File: src/rtl/aes_pkg.sv
// Shared AES definitions: block width, CTR sequencer states and default counter width.
package aes_pkg;

  localparam int unsigned AES_BLK_W = 128;
  localparam int unsigned CTR_W_DEF = 32;

  typedef enum logic [1:0] {
    ST_IDLE  = 2'd0,
    ST_LOAD  = 2'd1,
    ST_WAIT  = 2'd2,
    ST_READY = 2'd3
  } ctr_state_e;

endpackage

File: src/rtl/ctr_inc.sv
// Increment of the low-order counter field; the carry-out flags a rollover to zero.
module ctr_inc #(
  parameter int CTR_W = 32
) (
  input  logic [CTR_W-1:0] i_ctr,
  output logic [CTR_W-1:0] o_ctr,
  output logic             o_carry
);

  assign {o_carry, o_ctr} = {1'b0, i_ctr} + {{CTR_W{1'b0}}, 1'b1};

endmodule

File: src/rtl/ctr_keystream_xor.sv
// CTR-mode sequencer around a single-block AES engine: issues counter blocks,
// captures the keystream and XORs it into a valid/ready stream of 128-bit blocks.
module ctr_keystream_xor
  import aes_pkg::*;
#(
  parameter int CTR_W = CTR_W_DEF
) (
  input  logic                 clk,
  input  logic                 rst,
  input  logic                 start,
  input  logic [AES_BLK_W-1:0] iv_init,
  input  logic                 in_valid,
  output logic                 in_ready,
  input  logic [AES_BLK_W-1:0] in_data,
  input  logic                 in_last,
  output logic                 out_valid,
  input  logic                 out_ready,
  output logic [AES_BLK_W-1:0] out_data,
  output logic                 out_last,
  output logic                 busy,
  output logic                 ctr_wrap,
  output logic [31:0]          blk_cnt,
  output logic                 enc_ld,
  output logic [AES_BLK_W-1:0] enc_iv,
  input  logic                 enc_done,
  input  logic [AES_BLK_W-1:0] enc_out
);

  ctr_state_e             r_state;
  ctr_state_e             w_state_nxt;
  logic [AES_BLK_W-1:0]   r_ctr;
  logic [AES_BLK_W-1:0]   r_ks;
  logic                   r_ks_valid;
  logic [AES_BLK_W-1:0]   r_out_data;
  logic                   r_out_valid;
  logic                   r_out_last;
  logic                   r_ctr_wrap;
  logic [31:0]            r_blk_cnt;
  logic                   r_enc_ld;
  logic                   w_in_ready;
  logic                   w_accept;
  logic [CTR_W-1:0]       w_ctr_lo_nxt;
  logic                   w_ctr_carry;

  // start wins over a coincident accept, so it also masks in_ready
  assign w_in_ready = (r_state == ST_READY) & r_ks_valid & (~r_out_valid | out_ready) & ~start;
  assign w_accept   = w_in_ready & in_valid;

  ctr_inc #(.CTR_W(CTR_W)) u_ctr_inc (
    .i_ctr   (r_ctr[CTR_W-1:0]),
    .o_ctr   (w_ctr_lo_nxt),
    .o_carry (w_ctr_carry)
  );

  always_comb begin
    w_state_nxt = r_state;
    if (start) begin
      w_state_nxt = ST_LOAD;
    end else begin
      case (r_state)
        ST_IDLE:  w_state_nxt = ST_IDLE;
        ST_LOAD:  w_state_nxt = ST_WAIT;
        ST_WAIT: begin
          if (enc_done) w_state_nxt = ST_READY;
          else          w_state_nxt = ST_WAIT;
        end
        ST_READY: begin
          if (w_accept) w_state_nxt = in_last ? ST_IDLE : ST_LOAD;
          else          w_state_nxt = ST_READY;
        end
        default:  w_state_nxt = ST_IDLE;
      endcase
    end
  end

  always_ff @(posedge clk or posedge rst) begin
    if (rst) begin
      r_state     <= ST_IDLE;
      r_enc_ld    <= 1'b0;
      r_ctr       <= {AES_BLK_W{1'b0}};
      r_ks        <= {AES_BLK_W{1'b0}};
      r_ks_valid  <= 1'b0;
      r_out_data  <= {AES_BLK_W{1'b0}};
      r_out_valid <= 1'b0;
      r_out_last  <= 1'b0;
      r_ctr_wrap  <= 1'b0;
      r_blk_cnt   <= 32'd0;
    end else begin
      r_state  <= w_state_nxt;
      r_enc_ld <= (w_state_nxt == ST_LOAD);
      if (start) begin
        r_ctr       <= iv_init;
        r_ks_valid  <= 1'b0;
        r_out_valid <= 1'b0;
        r_ctr_wrap  <= 1'b0;
        r_blk_cnt   <= 32'd0;
      end else begin
        if ((r_state == ST_WAIT) && enc_done) begin
          r_ks       <= enc_out;
          r_ks_valid <= 1'b1;
        end
        // enc_iv is r_ctr itself; it only moves after the engine result is in hand
        if (w_accept) begin
          r_out_data            <= in_data ^ r_ks;
          r_out_last            <= in_last;
          r_out_valid           <= 1'b1;
          r_ks_valid            <= 1'b0;
          r_blk_cnt             <= r_blk_cnt + 32'd1;
          r_ctr[CTR_W-1:0]      <= w_ctr_lo_nxt;
          r_ctr_wrap            <= r_ctr_wrap | w_ctr_carry;
        end else if (out_ready) begin
          r_out_valid <= 1'b0;
        end
      end
    end
  end

  assign in_ready  = w_in_ready;
  assign out_valid = r_out_valid;
  assign out_data  = r_out_data;
  assign out_last  = r_out_last;
  assign busy      = (r_state != ST_IDLE) | r_out_valid;
  assign ctr_wrap  = r_ctr_wrap;
  assign blk_cnt   = r_blk_cnt;
  assign enc_ld    = r_enc_ld;
  assign enc_iv    = r_ctr;

endmodule

File: config.mk
export PLATFORM = sky130hd
export DESIGN_NAME = ctr_keystream_xor
export DESIGN_NICKNAME = d
export VERILOG_FILES = /design/src/rtl/aes_pkg.sv /design/src/rtl/ctr_inc.sv /design/src/rtl/ctr_keystream_xor.sv
export SDC_FILE = /design/constraint.sdc
export NUM_CORES = 1
export LEC_CHECK = 0
export CAP_MARGIN = 40
export CORE_MARGIN = 3
export CORE_UTILIZATION = 25
export DETAILED_ROUTE_END_ITERATION = 16
export GPL_ROUTABILITY_DRIVEN = 0
export PLACE_DENSITY = 0.57
export SLEW_MARGIN = 20
export SYNTH_ARGS = -nofsm -noshare
export SYNTH_HDL_FRONTEND = slang
export SYNTH_HIERARCHICAL = 1
export SYNTH_SLANG_ARGS = --single-unit
File: constraint.sdc
create_clock -name clk -period 15.8 [get_ports clk]
set_input_delay 3.16 -clock clk [delete_from_list [all_inputs] [get_ports clk]]
set_output_delay 3.16 -clock clk [all_outputs]
set_load 0.005 [all_outputs]
==> impl_metrics.json, run 1 <==
{
  "finalNetCount": 2528,
  "clkTransAtPathRegs_ps": 50,
  "die_w_um": 273,
  "areaGrowthSynthToFinish_pct": 54.7,
  "fmax_mhz": 133,
  "syn-cell-area_sq_mm": 0.0179,
  "cp-start-kind": "primary input",
  "maxCapViolCount": 0,
  "met3_length_um": 3960,
  "tightestPinTransition_ps": 1100,
  "ir_drop_v": 0.0000744,
  "ant_nets": 0,
  "coreArea_sq_mm": 0.0704,
  "period_share_pct": 47.8,
  "met1Wirelength_um": 24400,
  "grt_overflow": 0,
  "cts-buffers-inserted": 51,
  "dp_slack_ps": 8030,
  "cts_setup_buffers": 0,
  "yosysWarnings": 6,
  "viasPerCell": 4.29,
  "place.detailed.hpwl_um": 46200,
  "grt_max_degree": 130,
  "crit_family": "buffers and inverters",
  "grt_pass1_wl_um": 90300,
  "setup_viol_count_final": 0,
  "status": "completed",
  "cts-root-buf": "clkbuf_16",
  "yosys_register_bits": 423,
  "synth-async-reset-ratio_pct": 100,
  "antenna_found_initial": 10,
  "worst-setup-path-type": "primary input to output pin",
  "cts_max_path_buffers": 3,
  "highest_layer": "met4",
  "cp_common_cell": "clkdlybuf4s50_1",
  "drtIter0Drc": 533,
  "post-route-util_pct": 39.3,
  "placedCellCount": 3016,
  "p_comb_share_pct": 19.2,
  "leakage_nw": 11.2,
  "slowest_delay_ps": 450,
  "synthCells": 1451,
  "clock_sinks": 423,
  "holdWs_ps": 475,
  "start_util_pct": 25.4,
  "path_cells": "clkdlybuf4s50_1, nor2b_1, nor2_1, clkdlybuf4s50_1",
  "p_switching_w": 0.000801,
  "holdBufCountCts": 0,
  "required_ps": 12640,
  "firstDrtPassIters": 4,
  "power_frac_clock_pct": 36.9,
  "final_cell_mix": "clkdlybuf4s50_1, dfrtp_1, mux2_2",
  "pwr-share-seq_pct": 43.8,
  "wire_per_inst_um": 19.6,
  "cts_tree": "yes",
  "internal_power_w": 0.00236,
  "layout-drive-gt1-share_pct": 15.9,
  "fin_setup_tns_ps": 0,
  "cts_resized": 0,
  "skew_ps": 20.9,
  "power-per-cell-area_mw_per_mm2": 114,
  "syn-num-nets": 1844,
  "slowest_stage": "clkdlybuf4s50_1",
  "met2_wirelength_um": 31300,
  "slew_headroom_pct": 26.6,
  "netSwitchingFraction_pct": 25.3,
  "synth_edf_count": 0,
  "finalCriticalPeriod_ps": 7550,
  "finalMaxSlewViolations": 0,
  "placementRows": 97,
  "crit_fanout": 2,
  "portBuffers": 684,
  "synth_area_per_cell_sq_um": 12.3,
  "worstPathArrival_ps": 4390,
  "ys_types": 45,
  "hold_class": "flop to flop",
  "cp-end-kind": "output pin",
  "instances_no_fill": 3123,
  "track_usage_pct": 15.8,
  "grt_setup_unrepaired": "false",
  "grt_pass1_vias": 14183,
  "critPathBufInv": 2,
  "drc": 0,
  "vias": 13408,
  "dieArea_sq_mm": 0.0747,
  "ys.flop_type": "dfrtp_1",
  "die_h_um": 273,
  "drt-total-wl_um": 61100,
  "setup_ws_ps": 8250,
  "final_common_cell": "clkdlybuf4s50_1",
  "cts_max_level": 2,
  "hold_viol": 0,
  "pin_count": 685,
  "clk_latency_ps": 580,
  "synth_seq_area_share_pct": 59.2
}
sequential cells by signal (all words and copies together), names as in the netlist:
| register | flops |
|---|---|
| enc_iv | 128 |
| out_valid | 1 |
| enc_ld | 1 |
| r_state | 2 |
| out_last | 1 |
| blk_cnt | 32 |
| ctr_wrap | 1 |
| r_ks_valid | 1 |
| out_data | 128 |
| r_ks | 128 |
per-layer routing:
layer,track usage (%),vias up
met3,4.56,84
met5,0,-
met2,27.1,335
met1,19.1,6642
li1,-,6347
met4,5.17,0
metrics by stage:
stage | instance area [sq um] | power, W
floorplan | 17900 | 0.00165
global placement | 25700 | 0.00200
detailed placement | 25800 | 0.00202
CTS | 27500 | 0.00322
global route | 27600 | 0.00333
finish | 27600 | 0.00316
kinds of logic (layout without fill, tap and decap cells):
logic type                 after synthesis  after routing  share of synthesized area (%)
DFF                                    423            423                           59.2
buffers and inverters                   85            810                           1.98
muxes                                  269            269                           16.6
and+or+nand+nor                        324            324                           8.63
xor gates and xnor gates               169            169                           8.28
AOI/OAI and AO/OA                      179            179                           5.11
adders and majority gates                2              2                          0.140
other                                    0              7                              0
power groups by stage:
stage	clock network, W	logic, W	registers [W]
after global routing	0.00126	0.000664	0.00141
after global placement	0	0.000602	0.00140
final	0.00117	0.000608	0.00139
after detailed placement	0	0.000615	0.00140
after floorplan	0	0.000266	0.00138
after CTS	0.00121	0.000618	0.00139
synthesized netlist by cell type, drive strengths merged, types with 10 or more instances:
library cell / instances / share of area, %
and3: 10 / 0.35
buf: 29 / 0.81
clkbuf: 44 / 0.92
dfrtp: 423 / 59
inv: 11 / 0.23
mux2: 224 / 14
mux2i: 45 / 2.5
nand2: 202 / 4.2
nand3: 28 / 0.85
nand4: 14 / 0.71
nor2: 25 / 0.53
nor4: 10 / 0.42
o21ai: 167 / 4.7
xnor2: 152 / 7.4
xor2: 17 / 0.83
area by class of cell:
cell class | instances | area, sq um
inverters | 12 | 52.6
clock inverters | 12 | 109
well taps | 940 | 1180
flip-flops and latches | 423 | 10600
repair buffers | 704 | 7170
fillers | 6785 | 42800
multi-input cells | 943 | 6950
diodes | 7 | 17.5
clock buffers | 82 | 1570
worst paths after layout:
| check | start | to | slack [ps] | cells past startpoint |
|---|---|---|---|---|
| max | out_ready | in_ready | 8250 | 4 |
| min | out_data[41]$_DFFE_PP0P_ | out_data[41]$_DFFE_PP0P_ | 470 | 2 |
| max reg2reg | r_state[0]$_DFF_PP0_ | out_data[56]$_DFFE_PP0P_ | 13130 | 7 |
| min reg2reg | out_data[41]$_DFFE_PP0P_ | out_data[41]$_DFFE_PP0P_ | 470 | 2 |
| max in group asynchronous | rst | r_ks_valid$_DFFE_PP0P_ | 10770 | 6 |
| min in group asynchronous | rst | out_data[98]$_DFFE_PP0P_ | 2920 | 2 |
tightest hold or removal path, delay by kind of cell (launching register included):
family,cells,cell delay [ps]
flip-flops,1,340
AND/OR/NAND/NOR,1,40
AO/OA/AOI/OAI,1,60
(Power assumes the default switching activity.)
==> inputs of run 2 (changes only) <==
==> constraint.sdc (replaced) <==
create_clock -name clk -period 6.7 [get_ports clk]
set_input_delay 1.34 -clock clk [delete_from_list [all_inputs] [get_ports clk]]
set_output_delay 1.34 -clock clk [all_outputs]
set_load 0.005 [all_outputs]
==> run 2 against run 1 <==
Compared with the run above:
- clock-buffer cell count down 7
- combinational power up 130%
- clock skew up 3.7 ps
- critical path depth unchanged
- die area unchanged
- sequential power up 130%
- wire length down 1.2%
- clock power up 130%
- via count down 0.25%
- critical path type unchanged
==> impl_metrics.json, run 2 (synthesis gave the netlist of run 1 again) <==
{
  "status": "completed",
  "maxCapViolCount": 0,
  "grt_use_met1_pct": 18.1,
  "final_common_cell": "clkdlybuf4s50_1",
  "drtIter0Drc": 551,
  "slowest_stage": "buf_6",
  "ant_nets": 0,
  "setup_viol_count_final": 0,
  "holdWs_ps": 476,
  "placedCellCount": 3015,
  "areaGrowthSynthToFinish_pct": 53.9,
  "ir_drop_v": 0.000175,
  "holdBufCountCts": 0,
  "vias": 13375,
  "viasPerCell": 4.29,
  "cts_max_path_buffers": 3,
  "path_cells": "buf_6, nand4b_1, nor2_1, clkdlybuf4s50_1",
  "worst-setup-path-type": "primary input to output pin",
  "cts_tree": "yes",
  "final_cell_mix": "clkdlybuf4s50_1, dfrtp_1, mux2_2",
  "placementRows": 97,
  "cts_resized": 0,
  "dieArea_sq_mm": 0.0747,
  "firstDrtPassIters": 5,
  "tightestPinTransition_ps": 1080,
  "grtUsageMet3_pct": 4.57,
  "leakage_nw": 11.1,
  "track_usage_pct": 15.7,
  "layout-drive-gt1-share_pct": 15.4,
  "place.detailed.hpwl_um": 45300,
  "grt-busiest-layer": "met2",
  "worstPathArrival_ps": 2700,
  "coreArea_sq_mm": 0.0704,
  "grt_pass1_vias": 14309,
  "antenna_found_initial": 15,
  "crit_family": "buffers and inverters",
  "wire_per_inst_um": 19.4,
  "slew_headroom_pct": 28.3,
  "fin_setup_tns_ps": 0,
  "cts-root-buf": "clkbuf_16",
  "slowest_delay_ps": 550,
  "cts_setup_buffers": 0,
  "cp-end-kind": "output pin",
  "start_util_pct": 25.4,
  "cp-start-kind": "primary input",
  "skew_ps": 24.6,
  "critPathBufInv": 2,
  "pin_count": 685,
  "clk_latency_ps": 590,
  "finalCriticalPeriod_ps": 4040,
  "die_h_um": 273,
  "required_ps": 5360,
  "cts_max_level": 2,
  "globalRouteMet2Util_pct": 27.2,
  "hold_class": "flop to flop",
  "hold_viol": 0,
  "fmax_mhz": 248,
  "period_share_pct": 60.3,
  "finalNetCount": 2521,
  "clkTransAtPathRegs_ps": 60,
  "clock_sinks": 423,
  "die_w_um": 273,
  "grt_pass1_wl_um": 89900,
  "setup_ws_ps": 2660,
  "grt_setup_unrepaired": "false",
  "instances_no_fill": 3117,
  "cts-buffers-inserted": 49,
  "grt_overflow": 0,
  "portBuffers": 684,
  "post-route-util_pct": 39.1,
  "drt-total-wl_um": 60300,
  "finalMaxSlewViolations": 0,
  "grt_max_degree": 190,
  "crit_fanout": 103,
  "power-per-cell-area_mw_per_mm2": 269,
  "drc": 0,
  "dp_slack_ps": 2340
}
## run 2: path summary, 6_finish.rpt
| kind | startpoint | to | slack (ps) | depth (start not counted) |
|---|---|---|---|---|
| setup / recovery | start | in_ready | 2660 | 4 |
| hold / removal | out_data[12]$_DFFE_PP0P_ | out_data[12]$_DFFE_PP0P_ | 480 | 2 |
| setup reg to reg | r_state[0]$_DFF_PP0_ | blk_cnt[10]$_DFFE_PP0P_ | 4140 | 6 |
| hold reg to reg | out_data[12]$_DFFE_PP0P_ | out_data[12]$_DFFE_PP0P_ | 480 | 2 |
| max in group asynchronous | rst | out_data[59]$_DFFE_PP0P_ | 4080 | 5 |
| min in group asynchronous | rst | enc_iv[81]$_DFFE_PP0P_ | 1090 | 2 |
## run 2: tightest hold or removal path: cells and delay by family (launching register included)
kind,cells,cell delay [ps]
flip-flops,1,340
AND/OR/NAND/NOR,1,40
AO/OA/AOI/OAI,1,50
## run 2: layout make-up
type / count / area [sq um]
inverter: 12 / 48.8
fill: 6771 / 42900
sequential: 423 / 10600
clock buffer: 75 / 1460
clock inverter: 12 / 164
multi-input combinational: 943 / 6950
antenna: 13 / 32.5
tap: 940 / 1180
timing repair buffer: 699 / 7100
## run 2: where the power goes
part	leakage, nW	total (W)	internal, W	switching [W]
Combinational	4.93	0.00142	0.000952	0.000472
Clock	0.795	0.00273	0.00161	0.00112
Sequential	5.36	0.00326	0.00297	0.000291
## run 2: per-layer routing
layer | routed length [um] | up-vias
met3 | 3980 | 102
met5 | 0 | -
li1 | - | 6324
met4 | 1970 | 0
met1 | 23300 | 6591
met2 | 31100 | 358
## run 2: through the flow
step | total power [W] | area (sq um)
after floorplan | 0.00388 | 17900
after global placement | 0.00470 | 25700
final | 0.00741 | 27500
after global routing | 0.00781 | 27500
after detailed placement | 0.00475 | 25800
after CTS | 0.00754 | 27400
==> inputs of run 3 (changes only) <==
--- a/config.mk
+++ b/config.mk
@@ -10,7 +10,7 @@
 export CORE_UTILIZATION = 25
 export DETAILED_ROUTE_END_ITERATION = 16
 export GPL_ROUTABILITY_DRIVEN = 0
-export PLACE_DENSITY = 0.57
+export PLACE_DENSITY = 0.56
 export SLEW_MARGIN = 20
 export SYNTH_ARGS = -nofsm -noshare
 export SYNTH_HDL_FRONTEND = slang
==> constraint.sdc (replaced) <==
create_clock -name clk -period 3.9 [get_ports clk]
set_input_delay 0.78 -clock clk [delete_from_list [all_inputs] [get_ports clk]]
set_output_delay 0.78 -clock clk [all_outputs]
set_load 0.005 [all_outputs]
==> run 3 against run 2 <==
Compared with the run above:
- clock skew shrank 6.7 ps
- sequential power up 72%
- final cell count about the same
- core utilization rose by 0.059 points
- wire length is 3.3% higher
- flip-flop and latch count stayed put
- clock-buffer cell count grew 6
- critical path depth unchanged
- register-to-register slack worse by 2600 ps
- setup slack lost 1500 ps
- final area grew 0.15%
- combinational power is 75% higher
==> impl_metrics.json, run 3 (synthesis gave the netlist of run 1 again) <==
{
  "drtIter0Drc": 602,
  "grtUsageMet3_pct": 3.97,
  "drc": 0,
  "netSwitchingFraction_pct": 25.0,
  "grt_pass1_wl_um": 92900,
  "placedCellCount": 3022,
  "layout-drive-gt1-share_pct": 15.5,
  "dieArea_sq_mm": 0.0747,
  "finalNetCount": 2526,
  "clock_sinks": 423,
  "rrSetupSlack_ps": 1570,
  "internal_power_w": 0.00964,
  "slowest_delay_ps": 450,
  "crit_fanout": 2,
  "ant_nets": 0,
  "finalCriticalPeriod_ps": 2780,
  "wire_per_inst_um": 20.0,
  "track_usage_pct": 16.2,
  "skew_ps": 17.9,
  "grt_pass1_vias": 14425,
  "vias": 13452,
  "grt_use_met1_pct": 20.0,
  "die_h_um": 273,
  "reg2reg_to": "blk_cnt[31]$_DFFE_PP0P_",
  "holdBufCountCts": 0,
  "antenna_found_initial": 8,
  "slew_headroom_pct": 16.9,
  "crit_family": "buffers and inverters",
  "instances_no_fill": 3120,
  "hold_viol": 0,
  "cts_resized": 0,
  "cts-root-buf": "clkbuf_16",
  "grt-busiest-layer": "met2",
  "portBuffers": 684,
  "cts_max_path_buffers": 3,
  "clk_latency_ps": 580,
  "viasPerCell": 4.31,
  "cts_tree": "yes",
  "globalRouteMet2Util_pct": 28.0,
  "setup_viol_count_final": 0,
  "worstPathArrival_ps": 2000,
  "cts_max_level": 2,
  "drt-total-wl_um": 62400,
  "p_switching_w": 0.00322,
  "grt_setup_unrepaired": "false",
  "path_cells": "clkdlybuf4s50_1, nor2b_1, nor2_1, clkdlybuf4s50_1",
  "p_comb_share_pct": 19.3,
  "placementRows": 97,
  "cts-buffers-inserted": 49,
  "coreArea_sq_mm": 0.0704,
  "final_common_cell": "clkdlybuf4s50_1",
  "power_frac_clock_pct": 37.0,
  "cp-end-kind": "output pin",
  "final_cell_mix": "clkdlybuf4s50_1, dfrtp_1, mux2_2",
  "r2r-start": "r_state[0]$_DFF_PP0_",
  "clkTransAtPathRegs_ps": 60,
  "pin_count": 685,
  "cp-start-kind": "primary input",
  "pwr-share-seq_pct": 43.7,
  "worst-setup-path-type": "primary input to output pin",
  "tightestPinTransition_ps": 1250,
  "fmax_mhz": 360,
  "cts_setup_buffers": 0,
  "dp_slack_ps": 872,
  "nFillCells": 6837,
  "grt_overflow": 0,
  "place.detailed.hpwl_um": 47700,
  "critPathBufInv": 2,
  "slowest_stage": "clkdlybuf4s50_1",
  "setup_ws_ps": 1120,
  "firstDrtPassIters": 5,
  "rr_worst_depth": 5,
  "grt_max_degree": 180,
  "worstHoldStart": "out_data[120]$_DFFE_PP0P_",
  "maxCapViolCount": 0,
  "cp_common_cell": "clkdlybuf4s50_1",
  "finalMaxSlewViolations": 0,
  "hold_class": "flop to flop",
  "min_path_cells": 2,
  "leakage_nw": 11.1,
  "status": "completed",
  "start_util_pct": 25.4,
  "min_delay_worst_endpoint": "out_data[120]$_DFFE_PP0P_",
  "areaGrowthSynthToFinish_pct": 54.2,
  "period_share_pct": 71.2,
  "power-per-cell-area_mw_per_mm2": 467,
  "ir_drop_v": 0.000271,
  "die_w_um": 273,
  "required_ps": 3120
}
-- run 3: changes by cell type in the layout (fill, tap and decap cells not counted), sizes merged --
cell      delta
bufinv       +1
diode        -4
clkbuf       +6
buf          +5
clkinvlp     +1
clkinv       -6
-- run 3: worst max-delay path by stage --
stage,from,end,depth (start not counted),slack [ps]
floorplan,rst,blk_cnt[0]$_DFFE_PP0P_,1,-2590
global placement,out_ready,blk_cnt[31]$_DFFE_PP0P_,6,860
detailed placement,out_ready,blk_cnt[31]$_DFFE_PP0P_,6,870
CTS,out_ready,in_ready,4,1120
global route,r_state[0]$_DFF_PP0_,in_ready,3,1070
finish,out_ready,in_ready,4,1120
-- run 3: layer usage --
metal  wire (um)  part of all wire [%]  vias to the layer above
met1       25200                    40                     6673
met2       31900                    51                      345
met3        3760                   6.0                       85
li1            -                     -                     6349
met5           0                     0                        -
met4        1500                   2.4                        0
-- run 3: worst register-to-register path, cell delays in order (launching register included) --
cell	delay, ps
dfrtp_1	470
and4b_1	320
nand3_4	320
or4_4	670
or3_1	320
a21oi_1	140
-- run 3: cell type report --
class                           count  area, sq um  area share, %
Clock inverter                      8          149          0.540
Multi-Input combinational cell    943         6950           25.2
Timing Repair Buffer              704         7100           25.8
Tap cell                          940         1180           4.27
Antenna cell                        9         22.5         0.0817
Sequential cell                   423        10600           38.4
Clock buffer                       81         1520           5.51
Inverter                           12         48.8          0.177
-- run 3: metrics by stage --
step / area, sq um / TNS, ps / util [%] / hold slack (ps) / power [W]
after floorplan: 17900 / -1094500 / - / 470 / 0.00667
after global placement: 25900 / 0 / 36.7 / 460 / 0.00813
after detailed placement: 25900 / 0 / 36.7 / 469 / 0.00820
after CTS: 27500 / 0 / 39.1 / 482 / 0.0131
after global routing: 27600 / 0 / 39.1 / 501 / 0.0135
final: 27600 / 0 / 39.1 / 474 / 0.0129
-- run 3: power groups by stage --
stage / Clock (W) / Combinational, W / Sequential [W]
5_1_grt: 0.00513 / 0.00270 / 0.00571
6_report: 0.00476 / 0.00248 / 0.00561
3_3_place_gp: 0 / 0.00247 / 0.00566
3_5_place_dp: 0 / 0.00252 / 0.00569
2_1_floorplan: 0 / 0.00108 / 0.00559
4_1_cts: 0.00493 / 0.00253 / 0.00562
